### src/rtl/chi_txreq_link.sv
// CHI REQ channel link-layer transmitter: queues request flits, spends L-credits,
// drives the TXLINKACTIVE handshake and returns unused credits on deactivation.
package chi_flit_pkg;
    typedef struct packed {
        logic [3:0]  qos;
        logic [6:0]  tgtid;
        logic [6:0]  srcid;
        logic [7:0]  txnid;
        logic [5:0]  opcode;
        logic [2:0]  size;
        logic [43:0] addr;
    } reqflit_t;
endpackage

module chi_txreq_link
    import chi_flit_pkg::*;
#(
    parameter int unsigned QDEPTH      = 4,
    parameter int unsigned MAX_CREDITS = 15
) (
    input  logic        clock,
    input  logic        reset,
    input  logic        link_en,
    input  logic        req_valid,
    output logic        req_ready,
    input  reqflit_t    req_flit,
    output logic        txlinkactivereq,
    input  logic        txlinkactiveack,
    output logic        txreqflitpend,
    output logic        txreqflitv,
    output reqflit_t    txreqflit,
    input  logic        txreqlcrdv,
    output logic [3:0]  credit_cnt,
    output logic        credit_overflow
);
    localparam int unsigned AW = $clog2(QDEPTH);
    localparam int unsigned CW = 4;
    localparam logic [CW-1:0] CMAX = CW'(MAX_CREDITS);

    typedef enum logic [1:0] {ST_STOP, ST_ACT, ST_RUN, ST_DEACT} state_t;

    state_t      state;
    reqflit_t    mem [QDEPTH];
    logic [AW:0] wr_ptr;
    logic [AW:0] rd_ptr;
    logic        pend_q;
    logic        empty;
    logic        full;
    logic        push;
    logic        grant;
    logic        send_data;
    logic        send_ret;
    logic        sent;
    reqflit_t    ret_flit;

    assign empty = (wr_ptr == rd_ptr);
    assign full  = (wr_ptr[AW] != rd_ptr[AW]) && (wr_ptr[AW-1:0] == rd_ptr[AW-1:0]);

    assign req_ready     = !full && (state == ST_RUN) && link_en;
    assign push          = req_valid && req_ready;
    assign txreqflitpend = (state == ST_RUN) || (state == ST_DEACT);

    // Credits only arrive from the receiver once activation has been requested.
    assign grant     = txreqlcrdv && (state != ST_STOP);
    assign send_data = (state == ST_RUN) && pend_q && (credit_cnt != '0) && !empty;
    assign send_ret  = (state == ST_DEACT) && pend_q && (credit_cnt != '0);
    assign sent      = send_data || send_ret;

    // Credit-return flit: everything zero except the routing IDs of the last flit.
    always_comb begin
        ret_flit       = '0;
        ret_flit.tgtid = txreqflit.tgtid;
        ret_flit.srcid = txreqflit.srcid;
    end

    // Queue storage carries no reset; validity is tracked by the pointers.
    always_ff @(posedge clock) begin
        if (push) begin
            mem[wr_ptr[AW-1:0]] <= req_flit;
        end
    end

    always_ff @(posedge clock) begin
        if (reset) begin
            state           <= ST_STOP;
            txlinkactivereq <= 1'b0;
            wr_ptr          <= '0;
            rd_ptr          <= '0;
            pend_q          <= 1'b0;
            txreqflitv      <= 1'b0;
            txreqflit       <= '0;
            credit_cnt      <= '0;
            credit_overflow <= 1'b0;
        end else begin
            pend_q     <= txreqflitpend;
            txreqflitv <= sent;
            if (send_data) begin
                txreqflit <= mem[rd_ptr[AW-1:0]];
            end else if (send_ret) begin
                txreqflit <= ret_flit;
            end

            if (grant && !sent) begin
                if (credit_cnt == CMAX) begin
                    credit_overflow <= 1'b1;
                end else begin
                    credit_cnt <= credit_cnt + CW'(1);
                end
            end else if (!grant && sent) begin
                credit_cnt <= credit_cnt - CW'(1);
            end

            if (push) begin
                wr_ptr <= wr_ptr + (AW+1)'(1);
            end
            if (send_data) begin
                rd_ptr <= rd_ptr + (AW+1)'(1);
            end

            // Link state machine; entering STOP flushes the queue.
            case (state)
                ST_STOP: begin
                    if (link_en) begin
                        state           <= ST_ACT;
                        txlinkactivereq <= 1'b1;
                    end
                end
                ST_ACT: begin
                    if (txlinkactiveack) begin
                        state <= ST_RUN;
                    end
                end
                ST_RUN: begin
                    if (!link_en && empty) begin
                        state           <= ST_DEACT;
                        txlinkactivereq <= 1'b0;
                    end
                end
                ST_DEACT: begin
                    if ((credit_cnt == '0) && !txlinkactiveack) begin
                        state  <= ST_STOP;
                        wr_ptr <= '0;
                        rd_ptr <= '0;
                    end
                end
                default: begin
                    state           <= ST_STOP;
                    txlinkactivereq <= 1'b0;
                end
            endcase
        end
    end
endmodule

### config.mk
export PLATFORM = sky130hd
export DESIGN_NAME = chi_txreq_link
export DESIGN_NICKNAME = d
export VERILOG_FILES = /design/src/rtl/chi_txreq_link.sv
export SDC_FILE = /design/constraint.sdc
export NUM_CORES = 1
export LEC_CHECK = 0
export CAP_MARGIN = 20
export CORE_ASPECT_RATIO = 0.8
export CORE_MARGIN = 2
export CORE_UTILIZATION = 56
export DETAILED_ROUTE_END_ITERATION = 10
export MAX_ROUTING_LAYER = met4
export PLACE_DENSITY = 0.81
export SYNTH_ARGS = -nofsm -noshare
export SYNTH_HDL_FRONTEND = slang
export SYNTH_SLANG_ARGS = --single-unit
### constraint.sdc
create_clock -name clock -period 4.65 [get_ports clock]
set_input_delay 0.465 -clock clock [delete_from_list [all_inputs] [get_ports clock]]
set_output_delay 0.465 -clock clock [all_outputs]
set_load 0.05 [all_outputs]
==> results of run 1 <==
-- metal layers --
metal	share of wire, %	wire length, um	GRT usage [%]	vias up
li1	-	-	-	3530
met1	44	13200	30.6	4014
met2	47	14100	34.2	264
met3	7.4	2210	5.31	36
met4	1.5	456	5.44	0
met5	0	0	-	-
-- metrics by stage --
| stage | instance area [sq um] | cells | hold slack, ns | util, % |
|---|---|---|---|---|
| 2_1_floorplan | 15000 | 803 | 0.474 | - |
| 3_3_place_gp | 17200 | 1297 | 0.442 | 65.2 |
| 3_5_place_dp | 17200 | 1297 | 0.448 | 65.2 |
| 4_1_cts | 18400 | 1368 | 0.457 | 69.8 |
| 5_1_grt | 18400 | 1372 | 0.368 | 70.0 |
| 6_report | 18400 | 1373 | 0.357 | 70.0 |
-- area by class of cell --
class | count | area [sq um]
Timing Repair Buffer | 183 | 1870
Fill cell | 1653 | 7900
Multi-Input combinational cell | 339 | 3440
Inverter | 8 | 30.0
Clock inverter | 14 | 120
Antenna cell | 4 | 10.0
Tap cell | 357 | 447
Clock buffer | 57 | 1110
Sequential cell | 411 | 11400
-- cell usage after synthesis (all sizes together) (3+ instances only) --
cell	n
clkbuf	18
ha	12
and2	4
nor2	79
mux2	4
a22oi	65
buf	27
dfxtp	95
nand2	34
nand2b	3
xnor2	7
edfxtp	316
a21oi	20
mux2i	3
inv	8
a31oi	3
nor2b	6
mux4	79
-- where the power goes --
| group | internal, W | switching (W) | leakage (nW) |
|---|---|---|---|
| clock | 0.00177 | 0.00126 | 0.601 |
| sequential | 0.00403 | 0.0000512 | 3.61 |
| combinational | 0.000284 | 0.000330 | 1.64 |
-- logic make-up (layout without fill, tap and decap cells) --
group | count (synthesis) | count (layout) | share of synthesized area (%)
flip-flops | 411 | 411 | 75.7
buffers and inverters | 53 | 262 | 1.59
adder cells (fa/ha/maj) | 13 | 13 | 1.13
other | 0 | 4 | 0
multiplexers | 86 | 86 | 12.4
AO/OA/AOI/OAI | 97 | 97 | 4.84
AND/OR/NAND/NOR | 134 | 134 | 3.75
XOR/XNOR | 9 | 9 | 0.624
-- final timing paths --
path	startpoint	to	slack (ns)	cells past startpoint
worst max-delay path	state[0]	req_ready	1.73	5
worst min-delay path	reset	credit_overflow	0.36	2
worst max register to register	state[0]	wr_ptr[2]	1.83	8
worst min register to register	txreqflit[70]	txreqflit[70]	0.45	2
-- sequential cells by signal, summed over array words and instances (netlist names) --
name,count
mem,316
txreqflit,79
credit_cnt,4
rd_ptr,3
wr_ptr,3
state,2
credit_overflow,1
pend_q,1
txlinkactivereq,1
txreqflitv,1
==> results.py, run 1 <==
metrics = {
    "cts": {
        "path_clk_slew_ns": 0.06,
        "post_cts_resized": 0,
        "ctsHoldBuffers": 0,
        "cts_tree": "done",
        "tritoncts.num_buffers": 39,
        "cts_sinks": 411,
        "htreeDepth": 2,
        "clock-root-buffer": "clkbuf_16",
        "cts_setup_buffers": 0,
        "clockBufferDepth": 3,
        "clock_latency_ns": 0.52,
    },
    "critical_path": {
        "path_cells": "inv_1, ha_1, nand2_1, a31oi_1, clkdlybuf4s50_1",
        "endpoint_kind": "output pin",
        "crit_type": "reg -> out",
        "cp.required_ns": 4.18,
        "cp.arrival_ns": 2.45,
        "cp_top_family": "buffers and inverters",
        "crit_slowest_cell": "clkdlybuf4s50_1",
        "cp_max_fo": 5,
        "critical-path-max-stage-delay_ns": 0.84,
        "cp_num_buf_inv": 2,
        "worstSetupStartpointType": "flop",
    },
    "yosys": {
        "synth_flop_cell": "edfxtp_1",
        "syn_area_per_cell_sq_um": 18.7,
        "ys_seq_elements": 411,
        "synth_top_cell_area_share_pct": 63.1,
        "ys_async_sr_fraction_pct": 0,
        "synth_area_leader_cell": "edfxtp_1",
        "synth_warnings": 0,
        "ys_types": 41,
        "synth_top_cells_by_area": "edfxtp_1 (63%), dfxtp_1 (13%), mux4_2 (12%)",
        "syn_nets": 901,
        "ys_seq_area_share_pct": 75.7,
        "synth_area_sq_um": 15000,
        "synth_edf_count": 316,
        "synthCells": 803,
    },
    "floorplan": {
        "core_sq_um": 26300,
        "die_h_um": 151,
        "num_rows": 53,
        "die-area_sq_um": 28200,
        "die_x_um": 187,
        "start_util_pct": 57.1,
        "io_pins": 173,
    },
    "timing": {
        "period_share_pct": 62.7,
        "fmax_mhz": 343,
        "min_period_ns": 2.92,
        "rsz0062_at_grt": "false",
        "skew_ns": 0.0173,
        "setup_viol": 0,
        "fin_ws_ns": 1.73,
        "finalSetupTns_ns": 0,
        "slew-limit-headroom_pct": 30.7,
        "worst_slew_pin_slew_ns": 1.04,
        "hold_viol_final": 0,
        "maxSlewViolCount": 0,
    },
    "detailed_routing": {
        "wl_per_cell_um": 21.8,
        "antenna_left": 0,
        "routed_wl_um": 30000,
        "firstDrtPassIters": 7,
        "dr.first_iter.drc_count": 694,
        "vias": 7844,
        "vias_per_cell": 5.71,
        "drcViolationCount": 0,
    },
    "global_routing": {
        "grt_pass1_vias": 8240,
        "overflow": 0,
        "antenna_found_initial": 3,
        "grt_pass1_wl_um": 46300,
        "grt_usage_pct": 22.2,
        "grt_max_degree": 95,
    },
    "power_and_ir_drop": {
        "power.density_nw_per_um2": 419,
        "p_leak_nw": 5.85,
        "peakVddDrop_v": 0.000281,
        "power_w": 0.00772,
    },
    "finish": {
        "final_nets": 1080,
        "area_delta_synth_final_pct": 22.5,
        "mostFrequentLayoutCell": "edfxtp_1",
        "final_cell_mix": "edfxtp_1 (316), clkdlybuf4s50_1 (171), dfxtp_1 (93)",
        "drive_gt1_share_pct": 16.3,
    },
    "place": {
        "io_buffers": 172,
        "pre_cts_ws_ns": 1.62,
        "place.gp.congestion": 0.768,
        "dp_hpwl_um": 16900,
    },
    "run": {
        "cap_violations": 0,
    },
    "status": {
        "status": "finished clean",
    },
    "hold_path": {
        "hp-class": "in -> reg",
    },
}
Note: power is estimated with default switching activity, not from simulation.
==> run 2: changes to the inputs <==
clock period = 2.7 ns   (was 4.65 ns; I/O delays follow)
==> run 2 against run 1 <==
Effect of this change:
- die area unchanged
- final cell count grew 0.44%
- clock power increased by 71%
- first-iteration DRC count is 13% lower
- worst setup slack got worse by 1.5 ns
- non-clock buffer count grew 11
- worst hold slack lost 0.11 ns
- count of clock-buffer cells in the layout fell by 9
==> results.py, run 2 (synthesis gave the netlist of run 1 again) <==
metrics = {
    "detailed_routing": {
        "wl_per_cell_um": 22.2,
        "routed_wl_um": 30600,
        "antenna_left": 0,
        "vias": 7931,
        "dr.first_iter.drc_count": 606,
        "drcViolationCount": 0,
        "firstDrtPassIters": 4,
        "vias_per_cell": 5.75,
    },
    "timing": {
        "min_period_ns": 2.51,
        "finalSetupTns_ns": 0,
        "skew_ns": 0.0235,
        "worst_slew_pin_slew_ns": 0.731,
        "fin_hold_ws_ns": 0.247,
        "setup_viol": 0,
        "slew-limit-headroom_pct": 51.3,
        "period_share_pct": 92.9,
        "maxSlewViolCount": 0,
        "rsz0062_at_grt": "false",
        "hold_viol_final": 0,
        "fmax_mhz": 399,
    },
    "cts": {
        "cts_setup_buffers": 0,
        "ctsHoldBuffers": 0,
        "clock_latency_ns": 0.52,
        "cts_tree": "done",
        "clock-root-buffer": "clkbuf_16",
        "htreeDepth": 2,
        "post_cts_resized": 0,
        "tritoncts.num_buffers": 38,
        "path_clk_slew_ns": 0.06,
        "cts_sinks": 411,
        "clockBufferDepth": 3,
    },
    "finish": {
        "area_delta_synth_final_pct": 23.9,
        "largest_reg_flops": 316,
        "mostFrequentLayoutCell": "edfxtp_1",
        "final_nets": 1090,
        "nFillCells": 1641,
        "final_cell_mix": "edfxtp_1 (316), clkdlybuf4s50_1 (170), dfxtp_1 (89)",
        "drive_gt1_share_pct": 18.5,
    },
    "power_and_ir_drop": {
        "netSwitchingPower_w": 0.00290,
        "peakVddDrop_v": 0.000518,
        "p_leak_nw": 5.94,
        "p_comb_share_pct": 8.3,
        "pwr-share-seq_pct": 52.9,
        "pwr-share-clk_pct": 38.8,
        "swShare_pct": 21.8,
        "intPower_w": 0.0104,
        "power.density_nw_per_um2": 714,
    },
    "global_routing": {
        "grt_pass1_vias": 8288,
        "grt_max_degree": 82,
        "grt_usage_pct": 22.9,
        "antenna_found_initial": 1,
        "grt_pass1_wl_um": 47200,
        "overflow": 0,
    },
    "critical_path": {
        "cp_num_buf_inv": 2,
        "crit_type": "reg -> reg",
        "crit_slowest_cell": "mux2_2",
        "worstSetupStartpointType": "flop",
        "cp_top_family": "compound AO/OA/AOI/OAI gates",
        "endpoint_kind": "flop",
        "reg2reg_to": "credit_cnt[3]",
        "r2r_cells": 12,
        "cp.arrival_ns": 2.90,
        "cp_max_fo": 5,
        "worst-r2r-setup-slack_ns": 0.19,
        "cp.required_ns": 3.09,
        "reg2reg_from": "state[0]",
        "path_cells": "inv_1, ha_2, inv_2, a31oi_4, o21bai_4, nand2_1, ha_1, a21o_1, a21oi_1, nor2_1, mux2i_1, mux2_2",
        "critical-path-max-stage-delay_ns": 0.35,
    },
    "run": {
        "cap_violations": 0,
    },
    "place": {
        "place.gp.congestion": 0.814,
        "io_buffers": 172,
        "dp_hpwl_um": 17900,
    },
    "floorplan": {
        "core_sq_um": 26300,
        "die_x_um": 187,
        "die_h_um": 151,
        "start_util_pct": 57.1,
        "io_pins": 173,
        "die-area_sq_um": 28200,
        "num_rows": 53,
    },
    "hold_path": {
        "hp-class": "in -> reg",
        "min_to": "pend_q",
        "hold_start": "reset",
        "hold_depth": 2,
    },
    "status": {
        "status": "finished clean",
    },
}
[run 2: area by class of cell]
cell class | instances | area (sq um) | area share [%]
flip-flops and latches | 411 | 11400 | 61.2
multi-input cells | 339 | 3490 | 18.7
repair buffers | 194 | 2060 | 11.0
clock buffers | 48 | 1050 | 5.63
well taps | 357 | 447 | 2.40
clock inverters | 21 | 163 | 0.872
inverters | 8 | 30.0 | 0.161
diodes | 1 | 2.50 | 0.0134
[run 2: worst max-delay path by stage]
stage | from | to | slack, ns | depth (start not counted)
6_report | state[0] | credit_cnt[3] | 0.19 | 12
5_1_grt | state[0] | credit_cnt[3] | 0.02 | 12
4_1_cts | rd_ptr[2] | credit_cnt[3] | 0.12 | 10
3_5_place_dp | rd_ptr[2] | credit_cnt[3] | 0.15 | 10
3_3_place_gp | rd_ptr[2] | credit_cnt[3] | 0.21 | 10
2_1_floorplan | credit_cnt[0] | credit_cnt[3] | 0.003 | 11
[run 2: per-layer routing]
| layer | vias to the layer above | track usage [%] | part of all wire (%) |
|---|---|---|---|
| met5 | - | - | 0 |
| met4 | 0 | 5.87 | 1.8 |
| met3 | 50 | 5.24 | 7.4 |
| met2 | 290 | 36.8 | 49 |
| met1 | 4047 | 30.0 | 42 |
| li1 | 3544 | - | - |
[run 2: per-stage QoR]
| step | utilization, % | instances | cell area (sq um) | worst slack, ns | total power [W] |
|---|---|---|---|---|---|
| floorplan | - | 803 | 15100 | 0.00255 | 0.00784 |
| global placement | 66.1 | 1309 | 17400 | 0.214 | 0.00824 |
| detailed placement | 66.1 | 1309 | 17400 | 0.148 | 0.00827 |
| CTS | 70.7 | 1378 | 18600 | 0.115 | 0.0134 |
| global route | 70.8 | 1379 | 18600 | 0.0182 | 0.0138 |
| finish | 70.8 | 1379 | 18600 | 0.193 | 0.0133 |
[run 2: worst register-to-register path, delay by kind of cell (launching register included)]
family / cells / cell delay (ns)
flip-flops: 1 / 0.34
buffers and inverters: 2 / 0.19
AND/OR/NAND/NOR: 2 / 0.21
adder cells (fa/ha/maj): 2 / 0.49
multiplexers: 2 / 0.52
AO/OA/AOI/OAI: 4 / 0.64
[run 2: power groups by stage]
stage / registers [W] / clock network [W] / logic, W
global placement: 0.00716 / 0 / 0.00108
global route: 0.00706 / 0.00552 / 0.00120
floorplan: 0.00725 / 0 / 0.000585
detailed placement: 0.00717 / 0 / 0.00110
CTS: 0.00704 / 0.00527 / 0.00110
finish: 0.00704 / 0.00517 / 0.00110
==> run 3: changes to the inputs <==
--- a/config.mk
+++ b/config.mk
@@ -12,5 +12,5 @@
 export DETAILED_ROUTE_END_ITERATION = 10
 export MAX_ROUTING_LAYER = met4
-export PLACE_DENSITY = 0.81
+export PLACE_DENSITY_LB_ADDON = 0.2
 export SYNTH_ARGS = -nofsm -noshare
 export SYNTH_HDL_FRONTEND = slang
==> constraint.sdc (replaced) <==
create_clock -name clock -period 2.7 [get_ports clock]
set_input_delay 0.54 -clock clock [delete_from_list [all_inputs] [get_ports clock]]
set_output_delay 0.54 -clock clock [all_outputs]
set_load 0.05 [all_outputs]
==> run 3 against run 2 <==
Effect of this change:
- worst setup slack better by 0.0085 ns
- sequential power hardly changed
- design area is 0.57% higher
- total power is 2.5% higher
- combinational power hardly changed
- global-route usage is 0.46 points lower
- utilization is 0.40 points higher
- first-iteration DRC count is 9.9% lower
- fmax is 0.34% higher
- critical path depth is 8 lower
- clock power is 6.4% higher
- clock skew is 0.0024 ns lower
==> results.py, run 3 (synthesis gave the netlist of run 1 again) <==
metrics = {
    "status": {
        "status": "finished clean",
    },
    "critical_path": {
        "cp_top_family": "buffers and inverters",
        "r2r_cells": 12,
        "crit_slowest_cell": "dlygate4sd2_1",
        "endpoint_kind": "output pin",
        "cp_num_buf_inv": 2,
        "cp.required_ns": 2.16,
        "crit_cells": 4,
        "crit_type": "reg -> out",
        "worstSetupStartpointType": "flop",
        "critical-path-max-stage-delay_ns": 0.43,
        "path_cells": "inv_1, ha_2, or2_2, dlygate4sd2_1",
        "cp.arrival_ns": 1.96,
        "cp_max_fo": 5,
    },
    "power_and_ir_drop": {
        "peakVddDrop_v": 0.000513,
        "power_w": 0.0136,
        "power.density_nw_per_um2": 728,
        "p_leak_nw": 6.00,
    },
    "finish": {
        "final_nets": 1096,
        "drive_gt1_share_pct": 18.5,
        "final_cell_mix": "edfxtp_1 (316), clkdlybuf4s50_1 (169), dfxtp_1 (90)",
        "area_delta_synth_final_pct": 24.6,
        "final_cells": 1387,
        "largest_reg_flops": 316,
        "mostFrequentLayoutCell": "edfxtp_1",
    },
    "cts": {
        "clock_latency_ns": 0.52,
        "htreeDepth": 2,
        "cts_tree": "done",
        "path_clk_slew_ns": 0.06,
        "cts_sinks": 411,
        "post_cts_resized": 1,
        "clock-root-buffer": "clkbuf_16",
        "ctsHoldBuffers": 0,
        "cts_setup_buffers": 0,
        "tritoncts.num_buffers": 39,
        "clockBufferDepth": 3,
    },
    "timing": {
        "rsz0062_at_grt": "false",
        "hold_viol_final": 0,
        "maxSlewViolCount": 0,
        "worst_slew_pin_slew_ns": 0.732,
        "skew_ns": 0.0211,
        "min_period_ns": 2.50,
        "fin_hold_ws_ns": 0.453,
        "finalSetupTns_ns": 0,
        "fmax_mhz": 400,
        "slew-limit-headroom_pct": 51.2,
        "setup_viol": 0,
        "period_share_pct": 92.6,
    },
    "floorplan": {
        "num_rows": 53,
        "die_h_um": 151,
        "start_util_pct": 57.1,
        "die-area_sq_um": 28200,
        "io_pins": 173,
        "core_sq_um": 26300,
        "die_x_um": 187,
    },
    "place": {
        "io_buffers": 172,
        "dp_hpwl_um": 18000,
        "dp_cells": 1314,
        "place.gp.congestion": 0.719,
    },
    "detailed_routing": {
        "routed_wl_um": 29700,
        "antenna_left": 0,
        "wl_per_cell_um": 21.4,
        "dr.first_iter.drc_count": 546,
        "drcViolationCount": 0,
        "firstDrtPassIters": 5,
        "vias_per_cell": 5.69,
        "vias": 7895,
    },
    "global_routing": {
        "overflow": 0,
        "grt_pass1_wl_um": 46400,
        "antenna_found_initial": 2,
        "grt_max_degree": 82,
        "grt_pass1_vias": 8047,
        "grt_usage_pct": 22.4,
    },
    "hold_path": {
        "hp-class": "reg -> reg",
        "hold_depth": 2,
    },
    "run": {
        "cap_violations": 0,
    },
}
==> run 3: cell types whose count changed in the layout (fill, tap and decap cells not counted), moves of 2 or more <==
cell / previous run / this run
buf_4: 10 / 16
clkbuf_8: 4 / 2
clkinvlp_4: 3 / 1
clkbuf_16: 39 / 41
bufinv_16: 2 / 5
clkinv_2: 8 / 5
clkbuf_1: 5 / 9
==> run 3: path summary, 6_finish.rpt <==
| check | startpoint | to | slack (ns) |
|---|---|---|---|
| max reg2reg | state[0] | credit_cnt[3] | 0.21 |
| max | state[0] | txreqflitpend | 0.20 |
| min | txreqflit[66] | txreqflit[66] | 0.45 |
| min reg2reg | txreqflit[66] | txreqflit[66] | 0.45 |
==> run 3: power breakdown <==
part	total [W]	leakage, nW	internal (W)	switching (W)
sequential	0.00704	3.61	0.00694	0.0000975
clock	0.00550	0.636	0.00331	0.00218
combinational	0.00111	1.76	0.000517	0.000592
==> run 3: worst min-delay path, stage by stage, from the launching register on <==
cell,delay (ns)
dfxtp_1,0.31
nand2_1,0.05
a21oi_1,0.05
==> run 3: cell type report <==
cell class	count	area, sq um
clock inverter	19	218
inverter	8	30.0
tap	357	447
multi-input combinational	339	3480
fill	1617	7570
sequential	411	11400
antenna	2	5.00
clock buffer	52	1090
timing repair buffer	199	2080
==> run 3: stage by stage <==
| step | utilization, % | instance area, sq um | setup WS (ns) |
|---|---|---|---|
| global placement | 66.2 | 17400 | 0.0826 |
| detailed placement | 66.2 | 17400 | 0.0749 |
| global route | 71.2 | 18800 | 0.0502 |
| finish | 71.2 | 18800 | 0.201 |
| floorplan | - | 15100 | 0.00255 |
| CTS | 71.2 | 18700 | 0.160 |
==> run 3: per-layer routing <==
metal  wire (um)  GRT usage [%]
met2       14200           34.4
met1       13000           31.4
met5           0              -
met4         476           5.91
met3        2070           4.27
